==> config.mk <==
export PLATFORM = sky130hd
export DESIGN_NAME = bus_master_ctrl
export DESIGN_NICKNAME = d
export VERILOG_FILES = /design/src/rtl/bus_master_ctrl.sv
export SDC_FILE = /design/constraint.sdc
export NUM_CORES = 1
export LEC_CHECK = 0
export ABC_AREA = 1
export CAP_MARGIN = 20
export CORE_ASPECT_RATIO = 0.75
export CORE_MARGIN = 2
export CORE_UTILIZATION = 50
export CTS_BUF_LIST = sky130_fd_sc_hd__clkbuf_4
export CTS_CLUSTER_DIAMETER = 120
export DETAILED_ROUTE_END_ITERATION = 6
export PLACE_DENSITY = 0.76
export SLEW_MARGIN = 20
export SYNTH_ARGS = -nofsm -noshare
export SYNTH_HDL_FRONTEND = slang
export SYNTH_SLANG_ARGS = --single-unit
export TNS_END_PERCENT = 5
==> constraint.sdc <==
create_clock -name clk -period 2.3 [get_ports clk]
set_clock_uncertainty 0.2 [all_clocks]
set_input_delay 0.345 -clock clk [delete_from_list [all_inputs] [get_ports clk]]
set_output_delay 0.345 -clock clk [all_outputs]
set_load 0.005 [all_outputs]
==> src/rtl/bus_master_ctrl.sv <==
// Serial bus master: accepts a parallel command, sends an 18-bit address frame on
// control, then shifts write words out on wD or collects read words from rD.
module bus_master_ctrl #(
  parameter int DATA_WIDTH = 32,
  parameter int ADDR_DEPTH = 2000,
  parameter int SLAVES     = 3,
  parameter int LEN_WIDTH  = 8,
  parameter int TIMEOUT    = 64,
  localparam int ADDR_WIDTH = $clog2(ADDR_DEPTH),
  localparam int S_ID_WIDTH = $clog2(SLAVES + 1)
) (
  input  logic                  clk,
  input  logic                  rst,
  input  logic                  cmd_valid,
  output logic                  cmd_ready,
  input  logic [S_ID_WIDTH-1:0] cmd_slave_id,
  input  logic                  cmd_write,
  input  logic                  cmd_burst,
  input  logic [ADDR_WIDTH-1:0] cmd_addr,
  input  logic [LEN_WIDTH-1:0]  cmd_len,
  input  logic [DATA_WIDTH-1:0] wr_data,
  input  logic                  wr_valid,
  output logic                  wr_ready,
  output logic [DATA_WIDTH-1:0] rd_data,
  output logic                  rd_valid,
  output logic                  busy,
  output logic                  done,
  output logic                  error,
  output logic                  control,
  output logic                  wD,
  output logic                  valid,
  output logic                  last,
  input  logic                  rD,
  input  logic                  ready
);

  localparam int FRAME_LEN = 5 + S_ID_WIDTH + ADDR_WIDTH;
  localparam int CNT_MAX   = (FRAME_LEN > DATA_WIDTH) ? FRAME_LEN : DATA_WIDTH;
  localparam int CNT_WIDTH = $clog2(CNT_MAX);
  localparam int TO_WIDTH  = $clog2(TIMEOUT + 1);

  typedef enum logic [2:0] {
    S_IDLE,
    S_FRAME,
    S_WR_LOAD,
    S_WR_SHIFT,
    S_RD_SHIFT,
    S_FINISH,
    S_FAIL
  } state_t;

  state_t                 state;
  state_t                 next_state;
  logic [FRAME_LEN-1:0]   frame_sh;
  logic [DATA_WIDTH-1:0]  data_sh;
  logic [CNT_WIDTH-1:0]   cnt;
  logic [LEN_WIDTH-1:0]   word_cnt;
  logic [LEN_WIDTH-1:0]   len_q;
  logic                   write_q;
  logic [TO_WIDTH-1:0]    to_cnt;

  logic cmd_illegal;
  logic frame_end;
  logic word_end;
  logic final_word;
  logic to_expired;

  // A zero id, an id beyond the last slave, or an empty burst never reaches the bus.
  assign cmd_illegal = (cmd_slave_id == '0) || (int'(cmd_slave_id) > SLAVES) ||
                       (cmd_burst && (cmd_len == '0));
  assign frame_end   = (cnt == CNT_WIDTH'(FRAME_LEN - 1));
  assign word_end    = (cnt == CNT_WIDTH'(DATA_WIDTH - 1));
  assign final_word  = (word_cnt == (len_q - LEN_WIDTH'(1)));
  assign to_expired  = (to_cnt == TO_WIDTH'(TIMEOUT - 1));

  // NOTE: every signal driven here gets a default first, so no path can infer a latch.
  always_comb begin
    next_state = state;
    cmd_ready  = 1'b0;
    busy       = 1'b1;
    done       = 1'b0;
    error      = 1'b0;
    control    = 1'b0;
    wD         = 1'b0;
    valid      = 1'b0;
    last       = 1'b0;
    wr_ready   = 1'b0;
    case (state)
      S_IDLE: begin
        cmd_ready = 1'b1;
        busy      = 1'b0;
        if (cmd_valid) next_state = cmd_illegal ? S_FAIL : S_FRAME;
      end
      S_FRAME: begin
        control = frame_sh[FRAME_LEN-1];
        if (frame_end) next_state = write_q ? S_WR_LOAD : S_RD_SHIFT;
      end
      S_WR_LOAD: begin
        wr_ready = 1'b1;
        if (wr_valid) next_state = S_WR_SHIFT;
      end
      S_WR_SHIFT: begin
        wD    = data_sh[DATA_WIDTH-1];
        valid = 1'b1;
        last  = final_word;
        if (word_end) next_state = final_word ? S_FINISH : S_WR_LOAD;
      end
      S_RD_SHIFT: begin
        last = final_word;
        if (ready) begin
          if (word_end && final_word) next_state = S_FINISH;
        end else if (to_expired) begin
          next_state = S_FAIL;
        end
      end
      S_FINISH: begin
        done       = 1'b1;
        next_state = S_IDLE;
      end
      S_FAIL: begin
        error      = 1'b1;
        next_state = S_IDLE;
      end
      default: next_state = S_IDLE;
    endcase
  end

  // NOTE: state and datapath registers use non-blocking assignments so every
  // register samples the pre-edge values of its neighbours.
  always_ff @(posedge clk) begin
    if (rst) begin
      state    <= S_IDLE;
      frame_sh <= '0;
      data_sh  <= '0;
      cnt      <= '0;
      word_cnt <= '0;
      len_q    <= '0;
      write_q  <= 1'b0;
      to_cnt   <= '0;
      rd_data  <= '0;
      rd_valid <= 1'b0;
    end else begin
      state    <= next_state;
      rd_valid <= 1'b0;
      case (state)
        S_IDLE: begin
          if (cmd_valid) begin
            frame_sh <= {3'b111, cmd_slave_id, cmd_write, cmd_burst, cmd_addr};
            write_q  <= cmd_write;
            len_q    <= cmd_burst ? cmd_len : LEN_WIDTH'(1);
            cnt      <= '0;
            word_cnt <= '0;
            to_cnt   <= '0;
          end
        end
        S_FRAME: begin
          frame_sh <= frame_sh << 1;
          cnt      <= frame_end ? '0 : cnt + 1'b1;
        end
        S_WR_LOAD: begin
          if (wr_valid) begin
            data_sh <= wr_data;
            cnt     <= '0;
          end
        end
        S_WR_SHIFT: begin
          data_sh <= data_sh << 1;
          if (word_end) begin
            cnt <= '0;
            if (!final_word) word_cnt <= word_cnt + 1'b1;
          end else begin
            cnt <= cnt + 1'b1;
          end
        end
        S_RD_SHIFT: begin
          if (ready) begin
            to_cnt  <= '0;
            data_sh <= {data_sh[DATA_WIDTH-2:0], rD};
            if (word_end) begin
              cnt      <= '0;
              rd_data  <= {data_sh[DATA_WIDTH-2:0], rD};
              rd_valid <= 1'b1;
              if (!final_word) word_cnt <= word_cnt + 1'b1;
            end else begin
              cnt <= cnt + 1'b1;
            end
          end else begin
            to_cnt <= to_cnt + 1'b1;
          end
        end
        default: ;
      endcase
    end
  end

endmodule

* After elaboration in Yosys (flattened, before gate mapping)
Cells that the tools add are included.
Widths: inputs -> output; s select.
** Word-level totals
- Flip-flop bits (word level) :: 115
- Latch bits :: 0
- Bits in writable memories :: 0
- Memory bits (read-only) :: 0
- Input bits :: 61
- Output and inout bits :: 42
- Word-level logic and storage cells :: 95
- Memories kept :: 0
** Operators by class
- Add/sub/neg operators :: 4
- Multipliers :: 0
- Div/mod/pow operators :: 0
- $lt $le $gt $ge :: 0
- Equal/unequal tests :: 17
- Shift operators :: 0
- Multiplexer cells :: 41
- Bitwise logic cells :: 2
- Reductions and logical operators :: 21
** Operators with widths (number)
- $pmux 32 s3 :: 1
- $mux 32 :: 2
- $mux 8 :: 5
- $pmux 18 s2 :: 1
- $mux 3 :: 10
- $mux 5 :: 5
- $pmux 5 s5 :: 1
- $pmux 8 s3 :: 1
- $mux 18 :: 1
- $pmux 3 s5 :: 1
- $mux 7 :: 2
- $pmux 7 s2 :: 1
- $eq 5x5->1 const B :: 2
- $mux 1 :: 10
- $ne 2x2->1 const B :: 5
- $eq 3x3->1 const B :: 3
- $reduce_and 3->1 :: 3
- $add 8x1->8 const B :: 1
- $eq 8x8->1 :: 1
- $logic_not 8->1 :: 1
- $sub 8x1->8 const B :: 1
- $add 7x1->7 const B :: 1
- $eq 7x6->1 const B :: 1
- $eq 3x2->1 const B :: 2
- other kinds (16) :: 23

* Logic depth before layout (Yosys ltp)
Gate-level depths: netlist of run 1.
- Depth in word-level cells :: 6
- Gate-level depth with buffers :: 15
- Mapped depth without buffers :: 15

* Worst setup path before layout of run 1
No wires, ideal clock.
- Kind :: flip-flop to flip-flop
- Start :: reg cnt[0]
- End :: reg word_cnt[2]
- Library setup time :: 0.119 ns
- Data arrival time :: 1.660 ns
- Data required time :: 1.981 ns
- Setup slack :: 0.321 ns
- Cell stages (with the launch flop) :: 12
- Path buffers :: 1
- Period minus slack after synthesis :: 1.979 ns
- Cells stage by stage :: dfxtp_1 -> ha_1 -> nand2_1 -> nor2_1 -> ha_1 -> clkbuf_1 -> inv_1 -> nand2_2 -> o2111a_2 -> nand2_4 -> o21ai_0 -> a21oi_1
** On the way
- Longest elaborated chain between the ends :: 4
** RTL lines
- start: declaration :: RTL line 56 : logic [CNT_WIDTH-1:0] cnt;
- start signal: assignment :: RTL line 158 : cnt <= frame_end ? '0 : cnt + 1'b1;
- start signal: assignment :: RTL line 172 : cnt <= cnt + 1'b1;
- start signal: assignment :: RTL line 185 : cnt <= cnt + 1'b1;
- $eq 5x5->1 * :: RTL line 72 : assign word_end = (cnt == CNT_WIDTH'(DATA_WIDTH - 1));
- named net word_end :: RTL line 64 : logic word_end;
- $mux 8 *
- $mux 8
- $pmux 8 s3 *
- end signal: assignment :: RTL line 170 : if (!final_word) word_cnt <= word_cnt + 1'b1;
- end signal: assignment :: RTL line 183 : if (!final_word) word_cnt <= word_cnt + 1'b1;
- end: declaration :: RTL line 57 : logic [LEN_WIDTH-1:0] word_cnt;
Mark *: on every way through the listed nets, which the timed path passes. The rest lies on a longest branch. The select of a mux whose other input is x is not followed.
A chain may end at the register's enable or synchronous reset.

* Final worst setup path of run 1
- Start :: reg len_q[0]
- End :: out last
** On the way
- Longest elaborated chain between the ends :: 3
** RTL lines
- start: declaration :: RTL line 58 : logic [LEN_WIDTH-1:0] len_q;
- start signal: assignment :: RTL line 150 : len_q <= cmd_burst ? cmd_len : LEN_WIDTH'(1);
- $sub 8x1->8 :: RTL line 73 : assign final_word = (word_cnt == (len_q - LEN_WIDTH'(1)));
- $eq 8x8->1 :: RTL line 73
- $mux 1 :: RTL line 88 : case (state)
- end: declaration :: RTL line 32 : output logic last,
No other way between the ends.

==> flow_summary.json, run 1 <==
{
  "status": "complete, but fails checks",
  "violations": "setup timing",
  "clk_pin_slew_ns": 0.11,
  "core_area_mm2": 0.0103,
  "max_slew_margin_pct": 64.7,
  "holdPathStages": 4,
  "cp_max_fo": 2,
  "yosys_register_bits": 115,
  "grt_use_met2_pct": 40.1,
  "start_kind": "flop",
  "grt.total_usage_pct": 25.7,
  "io_pins": 103,
  "worstHoldStart": "rst",
  "die_w_um": 123,
  "setup_viol": 4,
  "synthesis.area_mm2": 0.00528,
  "layout_setup_ws_ns": -0.110,
  "period_needed_ns": 2.41,
  "slew_violations": 0,
  "worst_slew_pin_slew_ns": 0.530,
  "antenna_found_initial": 0,
  "drc": 0,
  "rsz0062_at_grt": "yes",
  "drtAntennaViolNets": 0,
  "postCtsHoldBufs": 0,
  "yosys_warnings": 0,
  "yosysUniqueCellTypes": 41,
  "crit_type": "flop to output pin",
  "ys.flop_type": "dfxtp_1",
  "hold_violations": 0,
  "synthArstFlopShare_pct": 0,
  "synth_edf_count": 0,
  "start_util_pct": 51.3,
  "max-cap-violations": 0,
  "ys_seq_area_share_pct": 43.6,
  "wl_um": 14000,
  "drt_iter0_markers": 424,
  "clk_path_buf_depth": 2,
  "fin_crit_sh_pct": 105,
  "syn2layout_area_growth_pct": 30.8,
  "syn_inst": 725,
  "r2r_start": "len_q[0]$_SDFFE_PP0P_",
  "rr_worst_depth": 16,
  "nets": 897,
  "pre_cts_ws_ns": -0.152,
  "dpl.cell_count": 945,
  "drive_above_1_share_pct": 12.8,
  "worstReg2RegEnd": "state[1]$_SDFFE_PP0P_",
  "final_util_pct": 67.1,
  "grt_pass1_vias": 4982,
  "leakage_uw": 0.00270,
  "dpl.hpwl_um": 9590,
  "synthTopCellsByArea": "dfxtp_1, nand2_1, a31oi_1",
  "yosysTopAreaCell": "dfxtp_1",
  "h-tree-depth": 4,
  "cts_tree": "built",
  "cp-end-kind": "output pin",
  "synth_area_per_cell_um2": 7.28,
  "min_path_type": "primary input to flop",
  "required_ns": 1.75,
  "ir_drop_mv": 0.511,
  "antenna_cells": 0,
  "via_per_inst": 5.36,
  "arrival_ns": 1.87,
  "postPlaceCellArea_mm2": 0.00649,
  "place.gp.congestion": 0.907,
  "min_to": "len_q[3]$_SDFFE_PP0P_",
  "top_usage_layer": "met2",
  "die_h_um": 93.0,
  "die_area_mm2": 0.0114,
  "synth_nets": 792,
  "seq_area_mm2": 0.00231,
  "grt_pass1_wl_um": 23200,
  "fillers": 873,
  "multi_input_area_mm2": 0.00267,
  "vias": 5244,
  "stdcell_count": 979,
  "met3_usage_pct": 7.88,
  "grt_overflow": 0,
  "clk_latency_ns": 0.52,
  "io_buffers": 102,
  "detail_route.wl_per_cell_um": 14.3,
  "yosysTopAreaCellShare_pct": 43.6,
  "rows": 32,
  "cts.sinks": 115,
  "cts_root_buffer": "clkbuf_4",
  "reg2reg_slack_ns": 0.12,
  "max_freq_mhz": 415,
  "power.density_mw_per_mm2": 1040,
  "finalInstanceArea_mm2": 0.00690,
  "grt_max_degree": 65,
  "met1_usage_pct": 34.4,
  "first_pass_iters": 7,
  "cts-buffers-inserted": 17
}
[critical path, stage by stage, from the launching register on]
cell and delay, ns:
dfxtp_2 0.35, inv_2 0.05, ha_4 0.23, xnor2_1 0.11, nor2_1 0.15, nand3_2 0.12
nor2_4 0.11, nand3_2 0.07, inv_1 0.05, buf_2 0.10
[registers in the layout (all words and copies together) (netlist names)]
register	count
cnt	5
rd_valid	1
word_cnt	8
data_sh	32
to_cnt	7
write_q	1
frame_sh	18
state	3
rd_data	32
len_q	8
[logic make-up after synthesis]
group / Yosys count / synth area share, %
DFF: 115 / 43.6
AOI/OAI and AO/OA: 170 / 18.1
buffers and inverters: 90 / 6.88
and+or+nand+nor: 329 / 27.5
xor gates and xnor gates: 15 / 2.49
adders and majority gates: 6 / 1.42
[area by class of cell]
cell class / instances / area share, %
clock buffer: 18 / 1.96
timing repair buffer: 127 / 17.8
sequential: 115 / 33.5
tap: 136 / 2.47
multi-input combinational: 520 / 38.7
inverter: 49 / 2.88
clock inverter: 14 / 2.68
[placed cells by master, fill, tap and decap left out, drive strengths merged]
cell | netlist | layout
a211oi | 1 | 1
nor2 | 57 | 57
o21a | 1 | 1
o21ai | 61 | 61
o211ai | 1 | 1
a221oi | 1 | 1
dlymetal6s2s | 0 | 2
xor2 | 6 | 6
a31oi | 47 | 47
clkdlybuf4s50 | 0 | 96
nand3 | 49 | 49
clkbuf | 30 | 18
a21oi | 53 | 53
o2111ai | 1 | 1
o21bai | 1 | 1
nand4 | 10 | 10
xnor2 | 9 | 9
nor3b | 1 | 1
clkinvlp | 0 | 4
nand2 | 202 | 202
bufinv | 0 | 4
dlygate4sd2 | 0 | 2
or2 | 2 | 2
nor3 | 6 | 6
ha | 6 | 6
o221a | 2 | 2
buf | 11 | 27
o2111a | 1 | 1
clkinv | 1 | 7
inv | 48 | 48
and3 | 1 | 1
nor4 | 1 | 1
dfxtp | 115 | 115
[what timing repair did]
action,in CTS,in global routing
pin swaps,7,7
buffers inserted,1,1
gates cloned,0,0
resized for setup,19,13
hold endpoints to repair,0,0
endpoints found under the setup margin,8,12
[per-layer routing]
layer / wire [um] / vias up
met5: 0 / -
met2: 6450 / 181
li1: - / 2650
met4: 148 / 0
met1: 6590 / 2392
met3: 783 / 21
[where the power goes]
part	internal, uW	switching [uW]
combinational	1040	1810
clock	867	809
sequential	2390	262
[cell usage after synthesis (2+ instances only)]
cell type,count
nand3_1,48
nand4_1,10
nor2_2,3
o221a_2,2
nor2_4,4
xor2_1,6
nor3_1,4
clkbuf_1,29
dfxtp_1,115
o21ai_0,49
inv_1,36
ha_1,6
xnor2_1,9
buf_2,11
nor2_1,48
nand2_2,2
a31oi_1,47
nor2_8,2
nand2_1,199
o21ai_1,12
inv_2,10
a21oi_1,53
inv_4,2
[per-stage QoR]
stage	hold WS [ns]	TNS (ns)	total power (uW)
after global placement	0.247	-0.0509	5290
after detailed placement	0.250	-0.152	5400
after global routing	0.0215	-0.849	7660
after CTS	0.0174	-0.582	7120
after floorplan	0.234	0	4580
final	0.0391	-0.363	7180
[worst max path at each step]
stage | endpoint | cells after the start | slack (ns) | startpoint
after floorplan | word_cnt[2]$_SDFFE_PP0P_ | 11 | 0.32 | cnt[0]$_SDFFE_PP0P_
after global placement | last | 11 | -0.05 | len_q[0]$_SDFFE_PP0P_
after detailed placement | last | 11 | -0.15 | len_q[0]$_SDFFE_PP0P_
after CTS | last | 9 | -0.16 | len_q[0]$_SDFFE_PP0P_
after global routing | last | 12 | -0.25 | len_q[0]$_SDFFE_PP0P_
final | last | 9 | -0.11 | len_q[0]$_SDFFE_PP0P_
Power figures use the tool's default switching activity.
==> run 2: changes to the inputs <==
--- a/config.mk
+++ b/config.mk
@@ -7,7 +7,7 @@
 export LEC_CHECK = 0
 export ABC_AREA = 1
 export CAP_MARGIN = 20
-export CORE_ASPECT_RATIO = 0.75
+export CORE_ASPECT_RATIO = 0.5
 export CORE_MARGIN = 2
 export CORE_UTILIZATION = 50
 export CTS_BUF_LIST = sky130_fd_sc_hd__clkbuf_4
==> flow_summary.json, run 2 (synthesis gave the netlist of run 1 again) <==
{
  "status": "complete, but fails checks",
  "violations": "setup timing",
  "layout_setup_ws_ns": -0.116,
  "power.density_mw_per_mm2": 1020,
  "cts-buffers-inserted": 17,
  "cp_max_fo": 4,
  "layout_common_cells": "nand2_1, dfxtp_1, clkdlybuf4s50_1",
  "arrival_ns": 1.87,
  "rows": 26,
  "leakage_uw": 0.00272,
  "detail_route.wl_per_cell_um": 14.1,
  "grt.total_usage_pct": 25.1,
  "max-cap-violations": 0,
  "slew_violations": 0,
  "min_path_type": "primary input to flop",
  "grt_pass1_vias": 4841,
  "cts.sinks": 115,
  "cp-end-kind": "output pin",
  "largestRegisters": "data_sh: 32 flops, rd_data: 32 flops, frame_sh: 18 flops",
  "drt_iter0_markers": 369,
  "nets": 907,
  "final_common_cell": "nand2_1",
  "clk_path_buf_depth": 2,
  "finalInstanceArea_mm2": 0.00700,
  "grt_pass1_wl_um": 23300,
  "p_sw_share_pct": 41.5,
  "worst_slew_pin_slew_ns": 0.563,
  "ir_drop_mv": 0.478,
  "critPathSlowestCell": "clkdlybuf4s50_1",
  "internal_power_uw": 4190,
  "switchingPower_uw": 2970,
  "fillers": 861,
  "antenna_cells": 0,
  "antenna_found_initial": 0,
  "p_comb_share_pct": 41.7,
  "grt_overflow": 0,
  "cts_tree": "built",
  "die_area_mm2": 0.0114,
  "io_pins": 103,
  "drive_above_1_share_pct": 14.9,
  "drtAntennaViolNets": 0,
  "clk_pin_slew_ns": 0.12,
  "place.gp.congestion": 0.862,
  "syn2layout_area_growth_pct": 32.7,
  "max_freq_mhz": 414,
  "postCtsHoldBufs": 0,
  "fin_crit_sh_pct": 105,
  "power_uw": 7160,
  "start_util_pct": 51.5,
  "clkPwrFrac_pct": 21.4,
  "finalSetupTns_ns": -0.402,
  "wl_um": 14000,
  "vias": 5280,
  "crit_type": "flop to output pin",
  "power_frac_seq_pct": 36.9,
  "first_pass_iters": 6,
  "via_per_inst": 5.32,
  "period_needed_ns": 2.42,
  "required_ns": 1.75,
  "drc": 0,
  "h-tree-depth": 4,
  "postPlaceCellArea_mm2": 0.00653,
  "clk_latency_ns": 0.52,
  "hold_violations": 0,
  "max_slew_margin_pct": 62.5,
  "start_kind": "flop",
  "dpl.hpwl_um": 9160,
  "die_h_um": 76.6,
  "io_buffers": 102,
  "cts_root_buffer": "clkbuf_4",
  "slowest_delay_ns": 0.53,
  "rsz0062_at_grt": "yes",
  "grt_max_degree": 48,
  "core_area_mm2": 0.0102,
  "cp_cell_sequence": "buf_4 > nand2_1 > nor2_4 > clkdlybuf4s50_1",
  "setup_viol": 7,
  "die_w_um": 149
}
## run 2: path summary, 6_finish.rpt
check,startpoint,to,slack (ns),cells after the start
worst max register to register,len_q[0]$_SDFFE_PP0P_,state[2]$_SDFFE_PP0P_,-0.02,16
worst min register to register,rd_data[25]$_SDFFE_PP0P_,rd_data[25]$_SDFFE_PP0P_,0.27,2
worst max-delay path,state[1]$_SDFFE_PP0P_,wr_ready,-0.12,4
worst min-delay path,rst,word_cnt[0]$_SDFFE_PP0P_,0.09,4
## run 2: final cells by class
class	count	area (um^2)	share of cell area, %
clock inverter	14	150	2.15
multi-input combinational	520	2730	39.0
tap	140	175	2.50
clock buffer	18	135	1.93
timing repair buffer	137	1310	18.6
sequential	115	2310	33.0
inverter	49	199	2.84
## run 2: per-stage QoR
stage | std cells | util (%) | hold slack [ns] | setup WS, ns
detailed placement | 954 | 63.7 | 0.253 | -0.134
global route | 993 | 68.3 | 0.0902 | -0.237
global placement | 954 | 63.7 | 0.249 | -0.103
CTS | 991 | 67.3 | 0.0642 | -0.182
floorplan | 725 | - | 0.234 | 0.321
finish | 993 | 68.3 | 0.0915 | -0.116
## run 2: critical path: cells and delay by family, from the launching register on
family / cells / cell delay, ns
buffers and inverters: 2 / 0.69
DFF: 1 / 0.40
and+or+nand+nor: 2 / 0.27
## run 2: what timing repair did
action,CTS,global route
setup buffers,5,3
resized for setup,21,24
pin swaps,6,15
endpoints found under the setup margin,8,9
## run 2: routing by layer
metal  GRT usage [%]  part of all wire, %  vias to the layer above
met4            8.76                  1.7                        0
met5               0                    0                        -
li1                -                    -                     2661
met1            34.1                   47                     2436
met3            5.81                  5.5                       23
met2            39.4                   45                      160
## run 2: power groups by stage
stage / Combinational (uW) / Sequential (uW) / Clock (uW)
finish: 2990 / 2650 / 1530
floorplan: 1950 / 2630 / 0
detailed placement: 2780 / 2670 / 0
global placement: 2730 / 2660 / 0
CTS: 2850 / 2630 / 1540
global route: 3330 / 2690 / 1650
